<file path="src/rtl/pre_mult_stage.sv">
// DSP48A1 input / pre-adder / multiplier stage.
// Feeds the X-mux concatenation, product and carry-in to the post-adder stage.
module pre_mult_reg #(
  parameter int unsigned W  = 18,
  parameter int unsigned EN = 1
) (
  input  logic         clk,
  input  logic         rst,
  input  logic         ce,
  input  logic [W-1:0] d,
  output logic [W-1:0] q
);
  if (EN != 0) begin : g_reg
    logic [W-1:0] q_q;
    logic [W-1:0] q_d;

    always_comb begin
      q_d = q_q;
      if (ce) q_d = d;
    end

    always_ff @(posedge clk) begin
      if (rst) q_q <= '0;
      else     q_q <= q_d;
    end

    assign q = q_q;
  end else begin : g_wire
    logic unused_ctl;
    assign unused_ctl = ^{clk, rst, ce};
    assign q = d;
  end
endmodule

module pre_mult_stage #(
  parameter int unsigned A0REG      = 0,
  parameter int unsigned A1REG      = 1,
  parameter int unsigned B0REG      = 0,
  parameter int unsigned B1REG      = 1,
  parameter int unsigned DREG       = 1,
  parameter int unsigned MREG       = 1,
  parameter int unsigned OPMODE_REG = 1,
  parameter int unsigned CARRYINREG = 1,
  parameter string       B_INPUT    = "DIRECT",
  parameter string       CARRYINSEL = "OPMODE5"
) (
  input  logic        clk,
  input  logic        RSTA,
  input  logic        RSTB,
  input  logic        RSTD,
  input  logic        RSTM,
  input  logic        RSTOPMODE,
  input  logic        RSTCARRYIN,
  input  logic        CEA,
  input  logic        CEB,
  input  logic        CED,
  input  logic        CEM,
  input  logic        CEOPMODE,
  input  logic        CECARRYIN,
  input  logic [17:0] A,
  input  logic [17:0] B,
  input  logic [17:0] BCIN,
  input  logic [17:0] D,
  input  logic        CARRYIN,
  input  logic        opmode4,
  input  logic        opmode5,
  input  logic        opmode6,
  output logic [47:0] DAB,
  output logic [35:0] m_reg,
  output logic        cin,
  output logic [17:0] BCOUT
);
  if (B_INPUT != "DIRECT" && B_INPUT != "CASCADE") begin : g_bad_b
    $error("pre_mult_stage: illegal B_INPUT value");
  end
  if (CARRYINSEL != "OPMODE5" && CARRYINSEL != "CARRYIN") begin : g_bad_c
    $error("pre_mult_stage: illegal CARRYINSEL value");
  end

  logic [17:0] a0_q;
  logic [17:0] a1_q;
  logic [17:0] b0_d;
  logic [17:0] b0_q;
  logic [17:0] b1_d;
  logic [17:0] b1_q;
  logic [17:0] d_q;
  logic [17:0] pre_d;
  logic [2:0]  op_q;
  logic        cy_d;
  logic        cy_q;
  logic [35:0] m_d;
  logic [35:0] m_q;

  assign b0_d = (B_INPUT == "CASCADE") ? BCIN : B;
  assign cy_d = (CARRYINSEL == "OPMODE5") ? op_q[1] : CARRYIN;

  pre_mult_reg #(.W(18), .EN(A0REG)) u_a0 (
    .clk(clk), .rst(RSTA), .ce(CEA), .d(A), .q(a0_q)
  );
  pre_mult_reg #(.W(18), .EN(A1REG)) u_a1 (
    .clk(clk), .rst(RSTA), .ce(CEA), .d(a0_q), .q(a1_q)
  );
  pre_mult_reg #(.W(18), .EN(B0REG)) u_b0 (
    .clk(clk), .rst(RSTB), .ce(CEB), .d(b0_d), .q(b0_q)
  );
  pre_mult_reg #(.W(18), .EN(DREG)) u_d (
    .clk(clk), .rst(RSTD), .ce(CED), .d(D), .q(d_q)
  );
  pre_mult_reg #(.W(3), .EN(OPMODE_REG)) u_op (
    .clk(clk), .rst(RSTOPMODE), .ce(CEOPMODE),
    .d({opmode6, opmode5, opmode4}), .q(op_q)
  );

  // Pre-adder wraps modulo 2^18, no saturation
  always_comb begin
    pre_d = d_q + b0_q;
    if (op_q[2]) pre_d = d_q - b0_q;
    b1_d = op_q[0] ? pre_d : b0_q;
  end

  pre_mult_reg #(.W(18), .EN(B1REG)) u_b1 (
    .clk(clk), .rst(RSTB), .ce(CEB), .d(b1_d), .q(b1_q)
  );

  assign m_d = $signed(a1_q) * $signed(b1_q);

  pre_mult_reg #(.W(36), .EN(MREG)) u_m (
    .clk(clk), .rst(RSTM), .ce(CEM), .d(m_d), .q(m_q)
  );
  pre_mult_reg #(.W(1), .EN(CARRYINREG)) u_cy (
    .clk(clk), .rst(RSTCARRYIN), .ce(CECARRYIN), .d(cy_d), .q(cy_q)
  );

  assign DAB   = {d_q[11:0], a1_q, b1_q};
  assign m_reg = m_q;
  assign cin   = cy_q;
  assign BCOUT = b1_q;
endmodule

</file>
<file path="config.mk">
export PLATFORM = sky130hd
export DESIGN_NAME = pre_mult_stage
export DESIGN_NICKNAME = d
export VERILOG_FILES = /design/src/rtl/pre_mult_stage.sv
export SDC_FILE = /design/constraint.sdc
export NUM_CORES = 1
export LEC_CHECK = 0
export ABC_AREA = 1
export CAP_MARGIN = 20
export CORE_MARGIN = 2
export CORE_UTILIZATION = 60
export CTS_CLUSTER_DIAMETER = 60
export CTS_CLUSTER_SIZE = 14
export DETAILED_ROUTE_END_ITERATION = 10
export GPL_TIMING_DRIVEN = 1
export PLACE_DENSITY = 0.84
export SYNTH_ARGS = -nofsm -noshare
export SYNTH_HDL_FRONTEND = slang
export SYNTH_SLANG_ARGS = --single-unit
</file>
<file path="constraint.sdc">
create_clock -name clk -period 7 [get_ports clk]
set_input_delay 1.4 -clock clk [delete_from_list [all_inputs] [get_ports clk]]
set_output_delay 1.4 -clock clk [all_outputs]
set_load 0.005 [all_outputs]
</file>
# After elaboration in Yosys (flattened, before gate mapping)
# Index checks and enable logic that the tools add are counted.
# op_classes
addsub,2
multipliers,1
n_mux,2
# ops
op,count
18-bit by 18-bit multiplier with 36-bit output,1
18-bit 2-to-1 mux,2
18-bit adder,1
18-bit subtractor,1
# totals
regBits,94
input_bits,89
word_cells,11

# Longest topological paths before layout
# Gate-level depths: netlist of run 1.
# depth
depth_word,3
mapped_depth,29
mapped_depth_nobuf,27

# By module
# A second synthesis of run 1 with hierarchy kept.
# hier_totals
cells_unflattened,2701
hier_area_um2,19017.0
# modules_own_cells
module,instances,cells_per_inst,area_per_inst_um2,seq_area_each_um2
pre_mult_stage,1,2069,14797.9,0.0
pre_mult_reg at u_a1 ...,3,114,759.5,360.3
pre_mult_reg at u_m,1,228,1505.2,720.7
pre_mult_reg at u_a0 ...,2,18,135.1,0.0
pre_mult_reg at u_op,1,19,120.1,60.1
pre_mult_reg at u_cy,1,7,45.0,20.0

# Worst setup path after synthesis of run 1
# Ideal clock, no wire load.
# synth_path
path_type,reg2reg
from,register u_b1.g_reg.q_q[4] (netlist: u_b1.q[4])
to,register u_m.g_reg.q_q[31] (netlist: u_m.q[31])
setup_ns,0.109
arrival_ns,5.715
required_ns,6.891
path_slack_ns,1.176
stages_incl_launch_ff,25
path_buffers,2
synth_period_minus_slack_ns,5.824
path_cell_list,dfxtp_1 -> clkbuf_1 -> buf_1 -> nand2_1 -> fa_1 -> inv_1 -> fa_1 -> inv_1 -> fa_1 -> inv_1 -> fa_1 -> fa_1 -> inv_1 -> fa_1 -> inv_1 -> ha_1 -> nand2_1 -> nor2_1 -> nand2_1 -> nor4_1 -> nand2_1 -> nand4_1 -> nand3_1 -> nand2_1 -> inv_1
# synth_between
elab_chain_cells,1
# synth_rtl
element,line,source
"start, declared",14,logic [W-1:0] q_q;
"start signal, assigned",24,else q_q <= q_d;
18-bit by 18-bit multiplier with 36-bit output,125,assign m_d = $signed(a1_q) * $signed(b1_q);
"end signal, assigned",24,
"end, declared",14,
# Every way passes these cells.
# A chain may end at the register's enable or synchronous reset.

# Worst setup path after layout of run 1
# layout_path
from,register u_b1.g_reg.q_q[1] (netlist: u_b1.q[1])
to,register u_m.g_reg.q_q[34] (netlist: u_m.q[34])
# Same word-level chain as after synthesis.

==> results.md, run 1 <==
- The run finished with clean final reports.
- The sink count of the clock tree is 94.
- The largest net degree at the start of global routing is 55.
- The routed via count is 15800.
- The number of search-and-repair iterations in the first detailed-routing pass is 7.
- The root buffer selected by CTS is sky130_fd_sc_hd__clkbuf_16.
- The wire length of the first global-routing pass is 80300 um.
- In this run the worst hold path is classified as flip-flop to flip-flop.
- The number of nets in the synthesized netlist is 3006.
- The number of top-level design ports is 192.
- Each instance of the synthesized netlist takes up on average 7.28 um2.
- The number of hold violations in the final report is 0.
- Global routing used 32.3% of the available tracks.
- The highest fanout seen on the critical path is 21.
- The predominant post-synthesis flop cell is sky130_fd_sc_hd__dfxtp_1.
- TritonCTS built the clock tree.
- The register bit total from synthesis is 94.
- The nature of the critical path startpoint is a flip-flop.
- The largest single stage delay on the critical path is 0.96 ns.
- Dividing total power by cell area gives a power density of 143 nW/um2.
- The number of setup buffers added after CTS is 0.
- Of the cells placed in the final design, the portion with a size suffix greater than 1 is 2.95%.
- Dividing the final minimum period by the clock period gives 90.5%.
- The synthesized netlist cell count is 2476.
- The final-report max-slew violation count is 0.
- The total area inside the core boundary comes to 29600 um2.
- The number of enable-type register cells in the synthesized netlist is 0.
- The die is 177 um wide.
- In the final design database the tool counted 3098 nets.
- Headroom to the max-slew limit came out at 27.6%.
- After routing, the total negative slack on setup checks comes to 0 ns.
- 0 antenna diodes ended up in the layout.
- Static timing analysis puts the maximum clock frequency at 158 MHz.
- The initial antenna violation count is 0.
- The post-synth design cell area is 18000 um2.
- The total of hold buffers inserted after clock tree synthesis is 0.
- The nature of the critical path endpoint is a flip-flop.
- The initial cell density of the core is 60.8%.
- The via count of the first global-routing pass came to 17200.
- The average wire per standard cell is 16.1 um.
- The post-place setup slack is 0.781 ns.
- For this block, the routed nets add up to 47700 um of wire.
- Measured on the finished design, the core utilization comes to 68.2%.
- The die footprint is 31500 um2.
- In this run the static leakage power is 11.5 nW.
- The signal on the critical path passes through nand2_1 -> fa_1 -> inv_1 -> fa_1 -> inv_1 -> fa_1 -> fa_1 -> inv_1 -> fa_1 -> inv_1 -> fa_1 -> inv_1 -> ha_1 -> a21oi_1 -> o21ai_0 -> a21oi_1 -> nand2_2 -> nand2_1 -> nand2_1 -> nand2_1 -> nand3_1 -> nand2_1 -> inv_1.
- Yosys printed 0 warnings.
- In the post-synthesis netlist, the biggest area contributors are sky130_fd_sc_hd__fa_1 (37%), sky130_fd_sc_hd__inv_1 (14%), sky130_fd_sc_hd__nand2_1 (13%).
- The clock passes through at most 2 buffers.
- The maximum vdd ir drop is 111 uV.
- The source-to-sink clock delay at the later pin of the worst-skew pair is 0.37 ns.
- The final critical delay including setup and external delays is 6.34 ns.
- The max-capacitance violation count is 0.
- The number of nets with antenna violations after detailed routing is 0.
- The average via count per standard cell is 5.32.
- Clock-pin slew was measured on the worst setup and hold paths at 0.08 ns.
- The placed wire-length estimate after detailed placement is 39400 um.
- In this run the biggest area consumer among cell types represents 36.6% of the synthesized area.
- Setup repair after global routing left no endpoint under its margin.
- In this run, the number of DRC markers left after iteration 0 of detailed routing was 1274.
- Measured along the y axis, the die boundary spans 177 um.
- The final standard cell area without fillers is 20200 um2.
- After synthesis, the share of flip-flops with an asynchronous set or reset is 0%.
- After layout, the worst setup slack is 0.663 ns.
- The remaining global-route overflow is 0.
- For the worst setup path, the data arrival time is 6.60 ns.
- The clock arrives with 0.0154 ns of skew.
- The count of cells in the finished layout, fillers not included, comes to 2963.
- Setup violations remaining at the end of the flow were counted as 0.
- The initialized floorplan defines 63 standard-cell rows.
- Buffers inserted during clock tree synthesis total 9.
- The placed instances occupy a cell area of 19900 um2.
- The post-synthesis to final-layout area growth is 12.2%.
- The required time of the critical path is 7.26 ns.
- The setup path with the least slack is of type flip-flop to flip-flop.
- The top cell types in the final layout, fill and taps aside, are sky130_fd_sc_hd__inv_1 (673), sky130_fd_sc_hd__nand2_1 (602), sky130_fd_sc_hd__fa_1 (330), sky130_fd_sc_hd__clkdlybuf4s50_1 (171), sky130_fd_sc_hd__nor2_1 (169).
- The synthesized netlist contains 38 unique library cells.
- The cell with the largest stage delay on the worst path is sky130_fd_sc_hd__dfxtp_1.
- The number of buffers added on ports is 172.
- The number of gates given a new drive strength after cts is 0.
- The most common cell after layout, fill and taps aside is sky130_fd_sc_hd__inv_1.
- sky130_fd_sc_hd__fa_1 takes more of the synthesized area than any other cell.
- The routability congestion estimate from global placement is 0.974.
- Once placement completed, the tool counted placed cells totaling 2947.
- The maximum level of the CTS H-tree is 3.
- For the pin with the worst max-slew slack, the measured transition is 1.08 ns.
- Summing the sequential cell areas from Yosys gives 10.4% of the chip area.
- In the routed design, unresolved DRC markers number 0.
-- logic make-up after synthesis --
logic type	share of synthesized area (%)
AOI/OAI and AO/OA	6.07
xor gates and xnor gates	2.28
adders and majority gates	44.3
buffers and inverters	17.5
DFF	10.4
muxes	0.0555
and+or+nand+nor	19.3
-- worst max-delay path, delay by kind of cell, from the launching register on --
kind | cells | cell delay (ns)
compound gates | 3 | 0.78
fa+ha+maj | 7 | 3.49
buf+inv | 6 | 0.31
flops | 1 | 0.96
simple gates | 7 | 0.68
-- sequential cells by signal, indices dropped and copies added (netlist names) --
signal	flops
u_m.q	36
u_a1.q	18
u_b1.q	18
u_d.q	18
u_op.q	3
u_cy.q	1
-- layout make-up --
class	count	area (um2)
timing repair buffer	210	2000
clock inverter	6	72.6
clock buffer	10	239
inverter	679	2550
tap	390	488
fill	2430	9410
multi-input combinational	1574	13000
sequential	94	1880
-- Yosys cell counts (all sizes together), types with 2 or more instances --
library cell	number
a211oi	3
a21oi	125
buf	52
clkbuf	77
clkinv	5
dfxtp	94
fa	330
ha	111
inv	674
nand2	611
nand3	65
nand3b	2
nand4	12
nor2	173
nor3	5
nor4	3
o211ai	4
o21ai	67
o21bai	3
o221ai	3
or2	5
xnor2	9
xor2	38
-- power by group --
group | leakage (nW) | switching, W | internal (W)
Clock | 0.156 | 0.000255 | 0.000294
Combinational | 10.6 | 0.00101 | 0.000668
Sequential | 0.777 | 0.0000767 | 0.000591
Total | 11.5 | 0.00134 | 0.00155
-- metal layers --
metal	GRT usage [%]	vias to the layer above	wire, um
li1	-	7279	-
met1	38.1	7619	17800
met2	58.1	678	24200
met3	3.88	199	3140
met4	16.2	0	2530
met5	0	-	0
-- path summary, 6_finish.rpt --
| path | from | end | slack (ns) | cells after the start |
|---|---|---|---|---|
| setup reg to reg | u_b1.q[1]$_SDFFE_PP0P_ | u_m.q[34]$_SDFFE_PP0P_ | 0.66 | 23 |
| hold / removal | u_op.q[1]$_SDFFE_PP0P_ | u_op.q[1]$_SDFFE_PP0P_ | 0.47 | 2 |
| setup / recovery | u_b1.q[1]$_SDFFE_PP0P_ | u_m.q[34]$_SDFFE_PP0P_ | 0.66 | 23 |
| hold reg to reg | u_op.q[1]$_SDFFE_PP0P_ | u_op.q[1]$_SDFFE_PP0P_ | 0.47 | 2 |
-- per-stage QoR --
step | power, W | hold slack [ns]
3_3_place_gp | 0.00228 | 0.457
5_1_grt | 0.00314 | 0.488
4_1_cts | 0.00289 | 0.477
6_report | 0.00289 | 0.473
2_1_floorplan | 0.00177 | 0.433
3_5_place_dp | 0.00233 | 0.466
No activity file was read; power rests on OpenSTA's default activity.
==> run 2: changes to the inputs <==
--- a/config.mk
+++ b/config.mk
@@ -14,6 +14,7 @@
 export DETAILED_ROUTE_END_ITERATION = 10
 export GPL_TIMING_DRIVEN = 1
 export PLACE_DENSITY = 0.84
+export RECOVER_POWER = 25
 export SYNTH_ARGS = -nofsm -noshare
 export SYNTH_HDL_FRONTEND = slang
 export SYNTH_SLANG_ARGS = --single-unit
==> run 2 against run 1 <==
Die area unchanged. Final cell count unchanged. Setup slack better by 0.012 ns. Design area unchanged. Flip-flop and latch count unchanged. Critical endpoint unchanged. Critical path depth unchanged. Global-route usage unchanged. Clock-buffer cell count unchanged. Via count about the same. Clock skew about the same. Clock power about the same. Utilization unchanged.
==> results.md, run 2 (same netlist as run 1, synthesis figures left out) <==
- The source of the worst register-to-register timing path is u_b1.q[1]$_SDFFE_PP0P_.
- The tightest min-delay check is of the flip-flop to flip-flop type.
- The number of violations reported at the end of detailed-routing iteration 0 came to 1245 (-2.3%).
- The routed via count came to 15800 (+0.0063%).
- The leakage power was 11.6 nW (+0.90%).
- The sink count of the clock tree is 94 (unchanged).
- The highest fanout seen on the critical path came to 21 (unchanged).
- The height of the chip is 177 um (unchanged).
- The worst setup path is launched from a flip-flop.
- The number of nets in the layout was 3098 (unchanged).
- The final-report max-slew violation count is 0 (unchanged).
- The switching share of power is 46.5% (+0.16 points).
- The largest net degree at the start of global routing is 55 (unchanged).
- The critical path is of the flip-flop to flip-flop type.
- The final count of negative-setup-slack endpoints came to 0 (unchanged).
- The post-synthesis to final-layout area growth is 12.2% (unchanged).
- The cell with the largest stage delay on the worst path is sky130_fd_sc_hd__dfxtp_1.
- The number of cells after detailed placement is 2947 (unchanged).
- The clock-pin slew on the worst setup and hold paths is 0.08 ns (about the same).
- The total of hold buffers inserted after clock tree synthesis came to 0 (unchanged).
- The summed negative setup slack over all endpoints is 0 ns (unchanged).
- The cell depth of the worst min-delay path is 2 (unchanged).
- The combinational fraction of design power is 57.7% (-0.2 points).
- The number of flip-flops in the largest register is 36 (unchanged).
- The core outline area is 29600 um2 (unchanged).
- The biggest cell delay along the critical path came to 0.96 ns (about the same).
- The sequential power share is 23.2% (about the same).
- The initial cell density of the core is 60.8% (unchanged).
- The area of the multi-input gates is 13000 um2 (unchanged).
- The number of setup buffers added after CTS came to 0 (unchanged).
- The number of buffers added on ports is 172 (unchanged).
- The number of hold violations in the final report is 0 (unchanged).
- The x dimension of the die is 177 um (unchanged).
- The average wire per standard cell is 16.1 um (-0.18%).
- The number of fillers in the final layout came to 2430 (unchanged).
- The maximum vdd ir drop is 111 uV (-0.36%).
- The clock power share came to 19.1% (about the same).
- The number of buffers inserted during clock tree synthesis is 9 (unchanged).
- The detailed-route DRC error count is 0 (unchanged).
- The nature of the critical path endpoint is a flip-flop.
- The number of top-level design ports is 192 (unchanged).
- The final standard cell area without fillers is 20200 um2 (unchanged).
- The source-to-sink clock delay at the later pin of the worst-skew pair was 0.37 ns (about the same).
- The max-capacitance violation count is 0 (unchanged).
- The fraction of layout cells with a size suffix above 1 is 2.95% (unchanged).
- The overall power of the completed layout came to 0.00287 W (-0.61%).
- The number of search-and-repair iterations in the first detailed-routing pass was 6 (-1).
- The worst hold path terminates at u_op.q[1]$_SDFFE_PP0P_.
- The antenna diode count was 0 (unchanged).
- The average via count per standard cell is 5.32 (about the same).
- The routability congestion estimate from global placement was 0.974 (unchanged).
- The share of the cycle needed by the critical path after routing is 90.4% (-0.18 points).
- The initial antenna violation count is 0 (unchanged).
- The flow ran to the end, and the final reports show no timing, DRC or antenna violations.
- Setup repair after global routing left no endpoint under its margin.
- The wire length of the first global-routing pass was 80300 um (unchanged).
- The post-place setup slack is 0.781 ns (unchanged).
- The remaining max-slew budget at the tightest pin is 28.1% (+0.52 points).
- The critical path goes through nand2_1 -> fa_1 -> inv_1 -> fa_1 -> inv_1 -> fa_1 -> fa_1 -> inv_1 -> fa_1 -> inv_1 -> fa_1 -> inv_1 -> ha_1 -> a21oi_1 -> o21ai_0 -> a21oi_1 -> nand2_2 -> nand2_1 -> nand2_1 -> nand2_1 -> nand3_1 -> nand2_1 -> inv_1.
- The die footprint is 31500 um2 (unchanged).
- The area of placed instances is 19900 um2 (unchanged).
- The cell count of the worst reg-to-reg path is 23 (unchanged).
- The required time of the critical path is 7.26 ns (about the same).
- The total global routing track utilization is 32.3% (unchanged).
- The sequential standard cell area is 1880 um2 (unchanged).
- The root buffer selected by CTS is sky130_fd_sc_hd__clkbuf_16.
- The post-detailed-routing wire length is 47600 um (-0.18%).
- The net switching component of the power was 0.00133 W (-0.26%).
- The worst-case setup margin in the final layout is 0.675 ns (+0.0123 ns).
- The cell internal power dissipation is 0.00154 W (-0.91%).
- The startpoint identified for the worst hold timing path is u_op.q[1]$_SDFFE_PP0P_.
- Leaving out fill and tap cells, the most frequent cells in the layout are sky130_fd_sc_hd__inv_1 (673), sky130_fd_sc_hd__nand2_1 (602), sky130_fd_sc_hd__fa_1 (330), sky130_fd_sc_hd__nor2_1 (169), sky130_fd_sc_hd__a21oi_1 (125).
- The reg-to-reg critical path endpoint is u_m.q[34]$_SDFFE_PP0P_.
- The non-filler instance count after layout is 2963 (unchanged).
- The remaining global-route overflow came to 0 (unchanged).
- The post-route clock skew is 0.0150 ns (-0.000356 ns).
- The placed wire-length estimate after detailed placement is 39400 um (unchanged).
- The slew of the pin with the lowest slew margin is 1.08 ns (-0.00773 ns).
- The flop-to-flop setup slack is 0.68 ns (about the same).
- The via count of the first global-routing pass came to 17200 (unchanged).
- The row count is 63 (unchanged).
- The most common cell after layout, fill and taps aside is sky130_fd_sc_hd__inv_1.
- TritonCTS built the clock tree.
- The arrival time at the worst endpoint is 6.59 ns (about the same).
- The total power density per cell area is 142 nW/um2 (-0.61%).
- The number of nets with antenna violations after detailed routing is 0 (unchanged).
- The maximum buffer depth of the clock tree is 2 (unchanged).
- The maximum level of the CTS H-tree was 3 (unchanged).
- The top achievable clock speed is 158 MHz (+0.20%).
- The number of gates given a new drive strength after cts is 0 (unchanged).
- The final critical delay including setup and external delays was 6.32 ns (-0.0123 ns).
## run 2: changes by cell type in the layout (fill, tap and decap cells not counted), sizes merged
| cell | previous run | this run |
|---|---|---|
| clkdlybuf4s50 | 171 | 124 |
| dlygate4sd3 | 0 | 47 |
## run 2: metal layers
layer / routed length (um) / vias to the layer above / track usage (%)
met4: 2490 / 0 / 16.2
met3: 3130 / 185 / 3.88
met2: 24200 / 655 / 58.1
met5: 0 / - / 0
met1: 17800 / 7656 / 38.1
li1: - / 7280 / -
## run 2: worst max path at each step
stage	start	end	slack, ns
global placement	u_b1.q[1]$_SDFFE_PP0P_	u_m.q[34]$_SDFFE_PP0P_	0.85
CTS	u_b1.q[1]$_SDFFE_PP0P_	u_m.q[34]$_SDFFE_PP0P_	0.74
finish	u_b1.q[1]$_SDFFE_PP0P_	u_m.q[34]$_SDFFE_PP0P_	0.68
detailed placement	u_b1.q[1]$_SDFFE_PP0P_	u_m.q[34]$_SDFFE_PP0P_	0.78
global route	u_b1.q[1]$_SDFFE_PP0P_	u_m.q[34]$_SDFFE_PP0P_	0.25
floorplan	u_b1.q[4]$_SDFFE_PP0P_	u_m.q[31]$_SDFFE_PP0P_	1.18
## run 2: power by group through the flow
| stage | Clock, W | Sequential [W] | Combinational, W |
|---|---|---|---|
| 2_1_floorplan | 0 | 0.000637 | 0.00114 |
| 3_3_place_gp | 0 | 0.000673 | 0.00161 |
| 3_5_place_dp | 0 | 0.000677 | 0.00166 |
| 4_1_cts | 0.000555 | 0.000665 | 0.00167 |
| 5_1_grt | 0.000567 | 0.000671 | 0.00189 |
| 6_report | 0.000548 | 0.000666 | 0.00166 |
## run 2: area by class of cell
type	count	share of cell area (%)
inverters	679	12.6
multi-input cells	1574	64.2
well taps	390	2.41
clock inverters	6	0.359
repair buffers	210	9.90
flip-flops and latches	94	9.30
clock buffers	10	1.18
## run 2: worst max-delay path: cells and delay by family, from the launching register on
family,cells,cell delay [ns]
buffers and inverters,6,0.31
AND/OR/NAND/NOR,7,0.67
adder cells (fa/ha/maj),7,3.50
AO/OA/AOI/OAI,3,0.78
flip-flops,1,0.96
## run 2: through the flow
| stage | utilization, % | hold slack [ns] |
|---|---|---|
| 2_1_floorplan | - | 0.433 |
| 3_3_place_gp | 67.2 | 0.457 |
| 3_5_place_dp | 67.2 | 0.466 |
| 4_1_cts | 68.2 | 0.477 |
| 5_1_grt | 68.2 | 0.488 |
| 6_report | 68.2 | 0.473 |
==> run 3: changes to the inputs <==
--- a/config.mk
+++ b/config.mk
@@ -9,11 +9,11 @@
 export CAP_MARGIN = 20
 export CORE_MARGIN = 2
 export CORE_UTILIZATION = 60
-export CTS_CLUSTER_DIAMETER = 60
+export CTS_CLUSTER_DIAMETER = 80
 export CTS_CLUSTER_SIZE = 14
 export DETAILED_ROUTE_END_ITERATION = 10
 export GPL_TIMING_DRIVEN = 1
-export PLACE_DENSITY = 0.84
+export PLACE_DENSITY = 0.88
 export RECOVER_POWER = 25
 export SYNTH_ARGS = -nofsm -noshare
 export SYNTH_HDL_FRONTEND = slang
==> run 3 against run 2 <==
Worst hold slack improved by 0.0012 ns. Die area unchanged. Power decreased by 1.1%. Fmax decreased by 1.2%. Clock power fell by 8.6%. Sequential power is 0.8% lower. Non-clock buffer count decreased by 3. Final cell count is 0.10% lower. Highest routed layer unchanged. Sequential share of layout area about the same. Design area is 0.29% lower. Flip-flop and latch count did not move. Routed wire length increased by 0.52%.
==> results.md, run 3 (same netlist as run 1, synthesis figures left out) <==
- The class of the tightest hold or removal check is flip-flop to flip-flop.
- The share of the cycle needed by the critical path after routing is 91.5% (+1.1 points).
- The share of the core filled with cells in the final layout is 68.0% (-0.20 points).
- The busiest metal layer after global routing is met2.
- The total global routing track utilization is 32.2% (-0.090 points).
- The kind of critical path is flip-flop to flip-flop.
- The initial cell density of the core is 60.8% (unchanged).
- The height of the chip is 177 um (unchanged).
- The average via count per standard cell was 5.31 (-0.32%).
- The routed via count is 15700 (-0.42%).
- The row count was 63 (unchanged).
- The number of violations reported at the end of detailed-routing iteration 0 is 1316 (+5.7%).
- The clock-pin slew on the worst setup and hold paths is 0.07 ns (about the same).
- The slew of the pin with the lowest slew margin is 1.04 ns (-0.0331 ns).
- The die footprint is 31500 um2 (unchanged).
- The most common cell after layout, fill and taps aside is sky130_fd_sc_hd__inv_1.
- The top cell types in the final layout, fill and taps aside, are sky130_fd_sc_hd__inv_1 (673), sky130_fd_sc_hd__nand2_1 (602), sky130_fd_sc_hd__fa_1 (330), sky130_fd_sc_hd__nor2_1 (169), sky130_fd_sc_hd__a21oi_1 (125).
- The leakage power is 11.6 nW (-0.31%).
- The sequential power share is 23.3% (about the same).
- The cell internal power dissipation is 0.00150 W (-2.8%).
- The sink count of the clock tree is 94 (unchanged).
- The total of hold buffers inserted after clock tree synthesis is 0 (unchanged).
- The switching share of power was 47.4% (+0.90 points).
- The met1 layer usage reported by global route was 37.4% (-0.65 points).
- The final count of negative-setup-slack endpoints is 0 (unchanged).
- The cell count of the worst reg-to-reg path came to 23 (unchanged).
- The combinational fraction of design power was 59.1% (+1.4 points).
- The global routing usage on met2 came to 57.0% (-1.2 points).
- The nature of the critical path endpoint is a flip-flop.
- The highest fanout seen on the critical path is 14 (-33%).
- The nature of the critical path startpoint is a flip-flop.
- The largest net degree at the start of global routing is 55 (unchanged).
- The routability congestion estimate from global placement is 0.971 (-0.32%).
- The average wire per standard cell is 16.2 um (+0.62%).
- The maximum vdd ir drop is 106 uV (-4.6%).
- The TritonCTS clock tree is built.
- The source-to-sink clock delay at the later pin of the worst-skew pair is 0.37 ns (about the same).
- The post-detailed-routing wire length came to 47800 um (+0.52%).
- The x dimension of the die is 177 um (unchanged).
- The total power density per cell area was 141 nW/um2 (-0.85%).
- The sequential standard cell area was 1880 um2 (unchanged).
- The post-synthesis to final-layout area growth is 11.9%.
- The overall power of the completed layout is 0.00284 W (-1.1%).
- The root buffer selected by CTS is sky130_fd_sc_hd__clkbuf_16.
- The placed wire-length estimate after detailed placement was 39700 um (+0.78%).
- The via count of the first global-routing pass is 17200 (+0.0058%).
- The worst hold margin is 0.474 ns (+0.00118 ns).
- The wire length of the first global-routing pass is 80200 um (about the same).
- The number of top-level design ports is 192 (unchanged).
- The maximum buffer depth of the clock tree is 2 (unchanged).
- The number of fillers in the final layout is 2369 (-2.5%).
- The net switching component of the power is 0.00135 W (+0.78%).
- The core outline area is 29600 um2 (unchanged).
- The flow ran to the end, and the final reports show no timing, DRC or antenna violations.
- The area of the multi-input gates is 13000 um2 (unchanged).
- The clock power share is 17.6% (-1.5 points).
- The post-route clock skew is 0.0145 ns (-0.000521 ns).
- The antenna diode count is 0 (unchanged).
- The final-report max-slew violation count is 0 (unchanged).
- The number of flip-flops in the largest register is 36 (unchanged).
- The final critical delay including setup and external delays is 6.40 ns (+0.0772 ns).
- The number of buffers added on ports is 172 (unchanged).
- The cell depth of the worst min-delay path is 2 (unchanged).
- The fraction of layout cells with a size suffix above 1 is 2.76% (-0.19 points).
- The number of nets with antenna violations after detailed routing is 0 (unchanged).
- The initial antenna violation count is 0 (unchanged).
- The summed negative setup slack over all endpoints was 0 ns (unchanged).
- The maximum level of the CTS H-tree was 3 (unchanged).
- The required time of the critical path is 7.26 ns (about the same).
- The number of nets in the layout is 3095 (-0.097%).
- The met3 track utilization from global routing is 5.12% (+1.2 points).
- Setup repair after global routing left no endpoint under its margin.
- The number of buffers inserted during clock tree synthesis is 9 (unchanged).
- The top achievable clock speed is 156 MHz (-1.2%).
- The number of hold violations in the final report is 0 (unchanged).
- The detailed-route DRC error count is 0 (unchanged).
- The max-capacitance violation count is 0 (unchanged).
- The remaining max-slew budget at the tightest pin is 30.4% (+2.2 points).
- The number of search-and-repair iterations in the first detailed-routing pass is 5 (-1).
- The remaining global-route overflow is 0 (unchanged).
- The number of setup buffers added after CTS is 0 (unchanged).
- The arrival time at the worst endpoint is 6.66 ns (+0.07 ns).
- The number of gates given a new drive strength after cts is 0 (unchanged).
==> run 3: cell types whose count changed in the layout (fill, tap and decap cells not counted), sizes merged <==
cell	before	now
buf	39	36
bufinv	1	0
clkbuf	10	11
clkinv	6	7
inv	678	677
==> run 3: worst paths after layout <==
check / start / end / slack (ns)
min reg2reg: u_d.q[17]$_SDFFE_PP0P_ / u_d.q[17]$_SDFFE_PP0P_ / 0.47
max: u_a1.q[17]$_SDFFE_PP0P_ / u_m.q[30]$_SDFFE_PP0P_ / 0.60
min: u_d.q[17]$_SDFFE_PP0P_ / u_d.q[17]$_SDFFE_PP0P_ / 0.47
max reg2reg: u_a1.q[17]$_SDFFE_PP0P_ / u_m.q[30]$_SDFFE_PP0P_ / 0.60
==> run 3: power groups by stage <==
stage / clock network, W / logic [W] / registers [W]
after floorplan: 0 / 0.00114 / 0.000637
final: 0.000501 / 0.00168 / 0.000661
after detailed placement: 0 / 0.00167 / 0.000673
after global routing: 0.000521 / 0.00189 / 0.000667
after global placement: 0 / 0.00161 / 0.000669
after CTS: 0.000499 / 0.00168 / 0.000661
==> run 3: metrics by stage <==
step / std cells / setup WS [ns] / instance area (um2)
floorplan: 2476 / 1.18 / 18000
global placement: 2944 / 0.783 / 19900
detailed placement: 2944 / 0.701 / 19900
CTS: 2960 / 0.677 / 20200
global route: 2960 / 0.235 / 20200
finish: 2960 / 0.598 / 20200
==> run 3: area by class of cell <==
cell class / count / area share [%]
clock buffer: 11 / 1.15
clock inverter: 5 / 0.211
inverter: 679 / 12.6
multi-input combinational: 1574 / 64.4
sequential: 94 / 9.33
tap: 390 / 2.42
timing repair buffer: 207 / 9.82
==> run 3: routing by layer <==
layer	wire length [um]	part of all wire, %
met5	0	0
met4	2460	5.1
met3	3280	6.8
met1	17800	37
met2	24300	51
==> run 3: worst max-delay path: stages (launching register included) <==
cell and delay, ns:
sky130_fd_sc_hd__dfxtp_1 0.51, sky130_fd_sc_hd__buf_4 0.27, sky130_fd_sc_hd__nand2_1 0.14, sky130_fd_sc_hd__fa_1 0.52
sky130_fd_sc_hd__inv_1 0.14, sky130_fd_sc_hd__fa_1 0.85, sky130_fd_sc_hd__inv_1 0.16, sky130_fd_sc_hd__fa_1 0.50
sky130_fd_sc_hd__inv_1 0.06, sky130_fd_sc_hd__fa_1 0.48, sky130_fd_sc_hd__fa_1 0.50, sky130_fd_sc_hd__inv_1 0.06
sky130_fd_sc_hd__fa_1 0.47, sky130_fd_sc_hd__inv_1 0.04, sky130_fd_sc_hd__ha_1 0.40, sky130_fd_sc_hd__nand2_1 0.18
sky130_fd_sc_hd__nor2_1 0.31, sky130_fd_sc_hd__nand2_1 0.09, sky130_fd_sc_hd__nor4_1 0.18, sky130_fd_sc_hd__nand2_1 0.12
sky130_fd_sc_hd__nand4_1 0.09, sky130_fd_sc_hd__nand3_1 0.09, sky130_fd_sc_hd__nand2_1 0.09, sky130_fd_sc_hd__inv_1 0.03
